File: config.mk
export PLATFORM = sky130hd
export DESIGN_NAME = add_f32_arbiter
export DESIGN_NICKNAME = d
export VERILOG_FILES = /design/src/rtl/add_f32_arbiter_pkg.sv /design/src/rtl/add_f32.sv /design/src/rtl/add_f32_arbiter_rr_arbiter.sv /design/src/rtl/add_f32_arbiter.sv
export SDC_FILE = /design/constraint.sdc
export NUM_CORES = 1
export LEC_CHECK = 0
export CAP_MARGIN = 10
export CORE_ASPECT_RATIO = 1.5
export CORE_MARGIN = 5
export CORE_UTILIZATION = 60
export CTS_BUF_LIST = sky130_fd_sc_hd__clkbuf_4 sky130_fd_sc_hd__clkbuf_8
export DETAILED_ROUTE_END_ITERATION = 6
export GPL_TIMING_DRIVEN = 1
export PLACE_DENSITY = 0.9
export SLEW_MARGIN = 20
export SYNTH_ARGS = -nofsm -noshare
export SYNTH_HDL_FRONTEND = slang
export SYNTH_SLANG_ARGS = --single-unit
File: constraint.sdc
create_clock -name clk -period 30.3 [get_ports clk]
set_input_delay 4.545 -clock clk [delete_from_list [all_inputs] [get_ports clk]]
set_output_delay 4.545 -clock clk [all_outputs]
set_load 0.1 [all_outputs]
File: src/rtl/add_f32_arbiter_pkg.sv
// Shared definitions for the add_f32 arbiter slice: FP32 constants and response FSM states.
// Latency: n/a (definitions only).
// Backpressure: n/a.
package add_f32_arbiter_pkg;

    localparam int          FP32_WIDTH = 32;
    localparam logic [31:0] FP32_ZERO  = 32'h0000_0000;
    localparam logic [31:0] FP32_PINF  = 32'h7f80_0000;
    localparam logic [31:0] FP32_NINF  = 32'hff80_0000;
    localparam logic [31:0] FP32_QNAN  = 32'h7fc0_0000;

    // Response register occupancy; the encoding doubles as rsp_valid.
    typedef enum logic {
        RSP_EMPTY = 1'b0,
        RSP_FULL  = 1'b1
    } rsp_state_t;

endpackage

File: src/rtl/add_f32.sv
// Combinational IEEE-754 single-precision adder, round-to-nearest-even, subnormals supported.
// Latency: 0 cycles (pure combinational).
// Backpressure: none; output follows inputs.
// Ports: a, b (operands), sum (result). Any NaN input yields the canonical quiet NaN.
module add_f32
    import add_f32_arbiter_pkg::*;
(
    input  logic [31:0] a,
    input  logic [31:0] b,
    output logic [31:0] sum
);

    logic        a_nan, b_nan, a_inf, b_inf;
    logic        swap, sl, eff_sub, round_up;
    logic [7:0]  ea, eb, el, es, el_eff, es_eff, d;
    logic [4:0]  dd, lz;
    logic [23:0] ma, mb, ml, ms;
    logic [49:0] ms_sh;
    logic [26:0] ml_x, ms_x, n;
    logic [27:0] s;
    logic [9:0]  e, sh, e_f;
    logic [24:0] m_r;
    logic [22:0] mant;

    always_comb begin
        ea      = a[30:23];
        eb      = b[30:23];
        ma      = {|ea, a[22:0]};
        mb      = {|eb, b[22:0]};
        a_nan   = (&ea) && (|a[22:0]);
        b_nan   = (&eb) && (|b[22:0]);
        a_inf   = (&ea) && !(|a[22:0]);
        b_inf   = (&eb) && !(|b[22:0]);
        eff_sub = a[31] ^ b[31];

        // Order operands by magnitude so the difference path never goes negative.
        swap    = b[30:0] > a[30:0];
        sl      = swap ? b[31] : a[31];
        el      = swap ? eb : ea;
        es      = swap ? ea : eb;
        ml      = swap ? mb : ma;
        ms      = swap ? ma : mb;
        el_eff  = (el == 8'd0) ? 8'd1 : el;
        es_eff  = (es == 8'd0) ? 8'd1 : es;
        d       = el_eff - es_eff;

        // Align the smaller operand; everything shifted past the round bit folds into sticky.
        dd      = (d > 8'd26) ? 5'd26 : d[4:0];
        ms_sh   = {ms, 26'b0} >> dd;
        ms_x    = {ms_sh[49:24], |ms_sh[23:0]};
        ml_x    = {ml, 3'b000};
        s       = eff_sub ? ({1'b0, ml_x} - {1'b0, ms_x}) : ({1'b0, ml_x} + {1'b0, ms_x});

        lz = 5'd27;
        for (int i = 0; i < 27; i++) begin
            if (s[i]) lz = 5'(26 - i);
        end

        // Normalise; left shift is clamped so the exponent bottoms out at the subnormal level.
        e  = {2'b00, el_eff};
        sh = 10'd0;
        if (s[27]) begin
            n = {s[27:2], s[1] | s[0]};
            e = e + 10'd1;
        end else begin
            sh = ({5'b0, lz} < (e - 10'd1)) ? {5'b0, lz} : (e - 10'd1);
            n  = s[26:0] << sh;
            e  = e - sh;
        end

        round_up = n[2] & (n[1] | n[0] | n[3]);
        m_r      = {1'b0, n[26:3]} + {24'b0, round_up};
        if (m_r[24]) begin
            e_f  = e + 10'd1;
            mant = m_r[23:1];
        end else begin
            e_f  = m_r[23] ? e : 10'd0;
            mant = m_r[22:0];
        end

        if (a_nan || b_nan || (a_inf && b_inf && eff_sub)) begin
            sum = FP32_QNAN;
        end else if (a_inf || b_inf) begin
            sum = (a_inf ? a[31] : b[31]) ? FP32_NINF : FP32_PINF;
        end else if (s == 28'd0) begin
            // Exact cancellation rounds to +0; like-signed zeros keep their sign.
            sum = eff_sub ? FP32_ZERO : {sl, 31'b0};
        end else if (e_f >= 10'd255) begin
            sum = sl ? FP32_NINF : FP32_PINF;
        end else begin
            sum = {sl, e_f[7:0], mant};
        end
    end

endmodule

File: src/rtl/add_f32_arbiter_rr_arbiter.sv
// Round-robin grant search starting at ptr, wrapping upward modulo NREQ.
// Latency: 0 cycles (pure combinational).
// Backpressure: enable low forces gnt_onehot to zero; gnt_idx/any still reflect req.
// Ports: req, ptr, enable in; gnt_onehot, gnt_idx, any out.
module rr_arbiter #(
    parameter int NREQ     = 4,
    parameter int ID_WIDTH = 2
) (
    input  logic [NREQ-1:0]     req,
    input  logic [ID_WIDTH-1:0] ptr,
    input  logic                enable,
    output logic [NREQ-1:0]     gnt_onehot,
    output logic [ID_WIDTH-1:0] gnt_idx,
    output logic                any
);

    logic                found;
    logic [ID_WIDTH:0]   idx_w;
    logic [ID_WIDTH-1:0] sel;

    always_comb begin
        found   = 1'b0;
        gnt_idx = '0;
        idx_w   = '0;
        sel     = '0;
        for (int k = 0; k < NREQ; k++) begin
            // Explicit wrap so non-power-of-two NREQ never yields an index >= NREQ.
            idx_w = {1'b0, ptr} + (ID_WIDTH + 1)'(k);
            if (idx_w >= (ID_WIDTH + 1)'(NREQ)) idx_w = idx_w - (ID_WIDTH + 1)'(NREQ);
            sel = idx_w[ID_WIDTH-1:0];
            if (!found && req[sel]) begin
                found   = 1'b1;
                gnt_idx = sel;
            end
        end
    end

    always_comb begin
        gnt_onehot = '0;
        if (enable && found) gnt_onehot[gnt_idx] = 1'b1;
    end

    assign any = |req;

endmodule

File: src/rtl/add_f32_arbiter.sv
// Shares one combinational add_f32 between NREQ requesters; registered, id-tagged response.
// Latency: result on rsp_* the cycle after the accept edge; 1 op/cycle when rsp_ready is high.
// Backpressure: rsp_valid && !rsp_ready stalls everything and drops all req_ready bits.
// Ports: clk, rst (async, active-high); req_valid/req_ready/req_a/req_b per requester;
//        rsp_valid/rsp_ready/rsp_sum/rsp_id response; busy and op_count status.
module add_f32_arbiter
    import add_f32_arbiter_pkg::*;
#(
    parameter int NREQ      = 4,
    parameter int ID_WIDTH  = 2,
    parameter int CNT_WIDTH = 16
) (
    input  logic                         clk,
    input  logic                         rst,
    input  logic [NREQ-1:0]              req_valid,
    output logic [NREQ-1:0]              req_ready,
    input  logic [NREQ*FP32_WIDTH-1:0]   req_a,
    input  logic [NREQ*FP32_WIDTH-1:0]   req_b,
    output logic                         rsp_valid,
    input  logic                         rsp_ready,
    output logic [FP32_WIDTH-1:0]        rsp_sum,
    output logic [ID_WIDTH-1:0]          rsp_id,
    output logic                         busy,
    output logic [CNT_WIDTH-1:0]         op_count
);

    rsp_state_t            state_q, state_d;
    logic [ID_WIDTH-1:0]   ptr, ptr_nxt, gnt_idx;
    logic [NREQ-1:0]       gnt_onehot;
    logic                  any_req, can_accept, accept;
    logic [FP32_WIDTH-1:0] op_a, op_b, add_sum;

    // Same-cycle drain and refill: a consumed response frees the slot immediately.
    assign can_accept = !rsp_valid || rsp_ready;

    rr_arbiter #(
        .NREQ     (NREQ),
        .ID_WIDTH (ID_WIDTH)
    ) u_rr_arbiter (
        .req        (req_valid),
        .ptr        (ptr),
        .enable     (can_accept && !rst),
        .gnt_onehot (gnt_onehot),
        .gnt_idx    (gnt_idx),
        .any        (any_req)
    );

    assign req_ready = gnt_onehot;
    assign accept    = |gnt_onehot;
    assign ptr_nxt   = (gnt_idx == ID_WIDTH'(NREQ - 1)) ? '0 : gnt_idx + ID_WIDTH'(1);

    always_comb begin
        op_a = '0;
        op_b = '0;
        for (int i = 0; i < NREQ; i++) begin
            if (gnt_idx == ID_WIDTH'(i)) begin
                op_a = req_a[i*FP32_WIDTH +: FP32_WIDTH];
                op_b = req_b[i*FP32_WIDTH +: FP32_WIDTH];
            end
        end
    end

    add_f32 u_add_f32 (
        .a   (op_a),
        .b   (op_b),
        .sum (add_sum)
    );

    always_ff @(posedge clk or posedge rst) begin
        if (rst) state_q <= RSP_EMPTY;
        else     state_q <= state_d;
    end

    always_comb begin
        state_d = state_q;
        case (state_q)
            RSP_EMPTY: if (accept) state_d = RSP_FULL;
            RSP_FULL:  if (rsp_ready && !accept) state_d = RSP_EMPTY;
            default:   state_d = RSP_EMPTY;
        endcase
    end

    assign rsp_valid = (state_q == RSP_FULL);
    assign busy      = rsp_valid || any_req;

    // Payload, pointer and counter move only on accept; a drain leaves the payload in place.
    always_ff @(posedge clk or posedge rst) begin
        if (rst) begin
            rsp_sum  <= FP32_ZERO;
            rsp_id   <= '0;
            ptr      <= '0;
            op_count <= '0;
        end else if (accept) begin
            rsp_sum  <= add_sum;
            rsp_id   <= gnt_idx;
            ptr      <= ptr_nxt;
            op_count <= op_count + CNT_WIDTH'(1);
        end
    end

endmodule
==> reports/metrics.cfg <==
[critical_path]
rr_worst_depth=70
cp_max_fo=89
required_ns=30.50
worstReg2RegEnd=rsp_sum[0]
crit_path_end_kind=flop
slowest_delay_ns=0.93
worstSetupStartpointType=input pin
cp_data_arrival_time_ns=28.44
cpMaxStageDelayCell=o41a_1
rrSetupSlack_ns=6.23
crit_type=in2reg
r2r_start=ptr[1]

[die]
row_count=74
die_y_microns=214
chipWidth_microns=146
num_io_pins=319
core-area_sq_um=27300
die-area_sq_um=31300
start_util_pct=61.1

[flow_run]
maxCapViolCount=0

[status]
violations=design-rule violations
status=finished, violations left

[final_layout]
nets=3069
drive_above_1_share_pct=5.71
layout_common_cells=336 x nand2_1, 318 x clkdlybuf4s50_1, 222 x a21oi_1, 206 x nor2_1, 145 x o21ai_0
utilization_pct=73.8
final_common_cell=nand2_1
areaGrowthSynthToFinish_pct=20.7
nFillCells=2148

[sta]
fmax_ghz=0.0354
period_needed_ns=28.25
hold_violations=0
slew_violations=0
setup_ws_ns=2.05
final.setup_skew_ns=0.0146
rsz0062_at_grt=no
tightest_slew_ns=1.22
setup_viol=0
post-route-period-util_pct=93.2
fin_setup_tns_ns=0
relSlewSlack_pct=18.6

[cts]
cts_resized=0
clock_path_buffers=2
post-cts-setup-buffer-count=0
insertion_delay_ns=0.33
hold_buffers=0
cts.sinks=53
clockRootBuffer=clkbuf_8
cts_tree=done
cts_made_buffers=5
h-tree-depth=2
cts.reportedPaths.clkPinSlew_ns=0.10

[detailed_routing]
top_layer=met4
postRouteAntennaNets=0
drt_pass1_iterations=7
met1_length_microns=26300
drc=41
viasPerCell=7.48
wl_met3_microns=10200
drt-initial-drc-count=3358
wl_per_cell_microns=26.2
vias=22700
wl_met2_microns=35200
drt-total-wl_microns=79700

[logic_synthesis]
synth-seq-cells=53
synthCells=2484
async_flop_share_pct=100
ys_dominant_reg_cell=dfrtp_1
synth.avg_cell_area_sq_um=6.72
synth.area.top_cells=ha_1 8.0%, dfrtp_1 7.9%, nand2_1 7.6%
ys_types=126
yosysTopAreaCell=ha_1
synth_edf_count=0
yosysTopAreaCellShare_pct=8.02
yosys_warnings=0
yosysSeqAreaShare_pct=7.95
synthesis.area_sq_um=16700

[placement]
io_buffers=318
dp_slack_ns=2.29
gp_congestion=1.11
place_hpwl_microns=62600

[global_route]
grt_use_total_pct=47.5
grt_max_degree=90
grt_overflow=0
first_global_vias=21600
grt_first_pass_wirelength_microns=121000
antenna_found_initial=3

[hold_path]
whs_path_depth=2
holdPathEnd=rsp_sum[8]
min-delay-start=rsp_sum[8]
hp-class=reg2reg

## cells by family (layout without fill, tap and decap cells)
logic type | Yosys count | count (layout) | synth area share, %
compound gates | 878 | 878 | 37.2
xor+xnor | 71 | 71 | 3.82
fa+ha+maj | 110 | 110 | 8.38
buf+inv | 240 | 452 | 5.89
flops | 53 | 53 | 7.95
mux | 85 | 85 | 5.32
other cells | 1 | 4 | 0.0225
simple gates | 1046 | 1046 | 31.4
## worst max-delay path: cells and delay by family
family          cells  cell delay, ns
fa+ha+maj           6            1.94
xor+xnor            1            0.49
compound gates     26            8.97
buf+inv            10            3.41
simple gates       25            7.87
mux                 3            1.14
## synth_stat cells (53+ instances only)
| library cell | count |
|---|---|
| a21oi_1 | 222 |
| clkbuf_1 | 85 |
| dfrtp_1 | 53 |
| ha_1 | 107 |
| inv_1 | 86 |
| mux2i_1 | 66 |
| nand2_1 | 336 |
| nand3_1 | 114 |
| nor2_1 | 207 |
| nor3_1 | 59 |
| o211ai_1 | 55 |
| o21ai_0 | 145 |
## layout make-up
class                   count  area, sq um  share of cell area [%]
diodes                      2         5.00                  0.0248
clock buffers               5         68.8                   0.342
clock inverters             3         50.0                   0.248
inverters                  95          360                    1.79
multi-input cells        2192        14500                    71.9
flip-flops and latches     53         1330                    6.58
well taps                 342          428                    2.12
repair buffers            349         3420                    17.0
## flip-flops by register name (all words and copies together), names as in the netlist
signal     cells
rsp_sum       32
op_count      16
ptr            2
rsp_valid      1
rsp_id         2
## metrics by stage
| stage | instance area (sq um) | hold slack, ns | instances |
|---|---|---|---|
| 2_1_floorplan | 16700 | 0.534 | 2485 |
| 3_3_place_gp | 20000 | 0.462 | 3030 |
| 3_5_place_dp | 20000 | 0.469 | 3030 |
| 4_1_cts | 20100 | 0.488 | 3038 |
| 5_1_grt | 20100 | 0.521 | 3040 |
| 6_report | 20100 | 0.498 | 3041 |
## layer usage
layer	vias to the layer above	GRT usage, %
li1	9815	-
met1	10300	52.9
met2	2036	77.5
met3	596	12.6
met4	0	34.6
met5	-	0
## worst max-delay path by stage
stage / startpoint / cells past startpoint / end / slack (ns)
6_report: req_valid[0] / 71 / rsp_sum[0] / 2.05
2_1_floorplan: req_valid[2] / 83 / rsp_sum[4] / 8.24
5_1_grt: req_valid[0] / 70 / rsp_sum[0] / 0.70
4_1_cts: req_valid[0] / 68 / rsp_sum[0] / 2.68
3_5_place_dp: req_valid[0] / 68 / rsp_sum[10] / 2.29
3_3_place_gp: req_valid[0] / 68 / rsp_sum[19] / 3.17
Power is left out: the tool's default activity adds up to more than one toggle a clock period on the data nets, which glitch-free logic cannot reach.
==> RTL change (same settings) <==
Make the reset (`rst`) synchronous in 2 clocked blocks. Comments in the files are not updated.
--- a/src/rtl/add_f32_arbiter.sv
+++ b/src/rtl/add_f32_arbiter.sv
@@ -66,7 +66,7 @@
         .sum (add_sum)
     );
 
-    always_ff @(posedge clk or posedge rst) begin
+    always_ff @(posedge clk) begin
         if (rst) state_q <= RSP_EMPTY;
         else     state_q <= state_d;
     end
@@ -84,7 +84,7 @@
     assign busy      = rsp_valid || any_req;
 
     // Payload, pointer and counter move only on accept; a drain leaves the payload in place.
-    always_ff @(posedge clk or posedge rst) begin
+    always_ff @(posedge clk) begin
         if (rst) begin
             rsp_sum  <= FP32_ZERO;
             rsp_id   <= '0;
Behaviour: not the same (a bounded check fails within 4 cycles, from zero or initial values and one cycle with rst high; the reset may be asserted at any time).
==> RTL change against the unedited design <==
The run still ends with design-rule violations left. Final area down 2.5%. Final cell count barely moved. Sequential cell count stayed put. Worst hold slack got worse by 0.037 ns. Routed wire length down 3.9%. Sequential share of layout area decreased by 1.2 points. Worst setup slack improved by 1.5 ns. Via count decreased by 2.8%. Synthesized area shrank 1.9%. Core utilization fell by 1.1 points.
Power is not shown: default switching activity piles up to over one toggle a cycle in this logic, so the estimate is an artifact.
==> RTL change: results (changes against the unedited design) <==
Synthesis
  • Sequential element share of the synthesized area: 0.06486 (-0.01463)
  • Post-synth top flop: dfxtp_1
  • Synth Area in XOR/XNOR: 0.04283 (+0.004660)
  • Synth Area in Adders: 0.08551 (+0.001667)
  • Synth Warn #: 0 (unchanged)
  • Compound-gate portion of the synthesized area: 0.3786 (+0.006857)
  • Synth top cells by count: nand2_1, a21oi_1, o21ai_0
  • Synth area leaders: ha_1, a21oi_1, dfxtp_1
  • Mux contribution to synthesized area: 0.04941 (-0.003836)
  • Async SR Flop Fraction: 0 (-1.000)
  • Distinct cell type count after synthesis: 131 (+4.0%)

Clock network
  • Num CTS Buffers: 5 (unchanged)
  • Postcts setup bufs: 0 (unchanged)
  • CTS root buf: clkbuf_8
  • Clock Latency Late Sink: 0.32 ns
  • Worst-case clock buffer depth: 2 (unchanged)
  • H-tree depth: 2 (unchanged)
  • Post_cts resized: 0 (unchanged)
  • Worst-path clk slew: 0.09 ns

Cells and area
  • Fillers: 2289 (+6.6%)
  • Share of cells above drive strength 1: 0.06531 (+0.008206)
  • Biggest regs: rsp_sum (32), op_count (16)
  • Nets: 3067 (-0.065%)

Status
  • Status: finished with violations
  • Failing checks: design-rule violations

Timing
  • Worst Tran Pin Value: 1.284 ns (+0.06371 ns)
  • Final Skew: 0.009727 ns (-0.004851 ns)

Place
  • IO buf count: 318 (unchanged)
  • Final GP Congestion: 1.202 (+7.9%)
  • Detailed Place HPWL: 61.03 mm (-2.5%)
  • Post-Place Setup Slack: 4.292 ns (+2.003 ns)

Global route
  • First-pass GRT wire length: 115.0 mm (-5.3%)
  • Vias in the first global route: 21.08k (-2.5%)
  • Initial antenna violation count: 2 (-1)
  • Largest net degree at the start of global routing: 102 (+13%)
  • Total GRT Usage: 0.4721 (-0.002579)

Route
  • Drt pass-1 iters: 7 (unchanged)
  • Routed Wire Length: 76.60 mm (-3.9%)
  • ANT nets after route: 0 (unchanged)
  • # DRC: 29 (-29%)
  • DR iter-0 viols: 2743 (-18%)
  • Vias per Instance: 7.277 (-2.7%)

Worst setup path
  • Data arrival, critical path: 26.95 ns (-1.49 ns)
  • Slowest cell on crit path: a311oi_2
  • Worst Path Max Fanout: 101 (+13%)
  • Critical path's largest stage delay: 0.80 ns (-0.13 ns)

Worst hold path
  • Worst min path class: flop to flop
-- RTL change: final timing paths --
path / end / startpoint / slack (ns) / cells past startpoint
hold / removal: rsp_sum[19] / rsp_sum[19] / 0.46 / 2
setup / recovery: rsp_sum[4] / req_valid[1] / 3.60 / 69
setup reg to reg: rsp_sum[4] / ptr[0] / 7.98 / 68
hold reg to reg: rsp_sum[19] / rsp_sum[19] / 0.46 / 2
-- RTL change: metrics by stage --
stage	cell area (sq um)	hold WS (ns)	util	cells
2_1_floorplan	16360	0.4703	-	2489
3_3_place_gp	19540	0.4369	0.7226	3029
6_report	19640	0.4603	0.7265	3038
4_1_cts	19630	0.4594	0.7262	3037
3_5_place_dp	19540	0.4398	0.7226	3029
5_1_grt	19640	0.4815	0.7264	3037
-- RTL change: logic make-up after synthesis --
logic type | after synthesis
AND/OR/NAND/NOR | 965
AO/OA/AOI/OAI | 908
buffers and inverters | 302
adder cells (fa/ha/maj) | 110
XOR/XNOR | 77
multiplexers | 72
flip-flops | 53
other | 1
-- RTL change: cell type report --
cell class | count | share of cell area
Multi-Input combinational cell | 2134 | 0.7167
Inverter | 153 | 0.02937
Antenna cell | 1 | 0.0001274
Clock inverter | 2 | 0.0007007
Sequential cell | 53 | 0.05402
Clock buffer | 6 | 0.004204
Tap cell | 342 | 0.02179
Timing Repair Buffer | 347 | 0.1731
-- RTL change: metal layers --
layer / wire length (um) / global-route usage
met1: 24540 / 0.4862
met2: 34250 / 0.7659
met3: 8766 / 0.1253
met4: 9031 / 0.4335
met5: 13 / 0
-- RTL change: worst max-delay path: cells and delay by family --
| family | cells | cell delay, ns |
|---|---|---|
| compound gates | 35 | 11.06 |
| simple gates | 19 | 6.52 |
| buf+inv | 7 | 2.12 |
| fa+ha+maj | 6 | 1.88 |
| mux | 1 | 0.43 |
| xor+xnor | 1 | 0.19 |
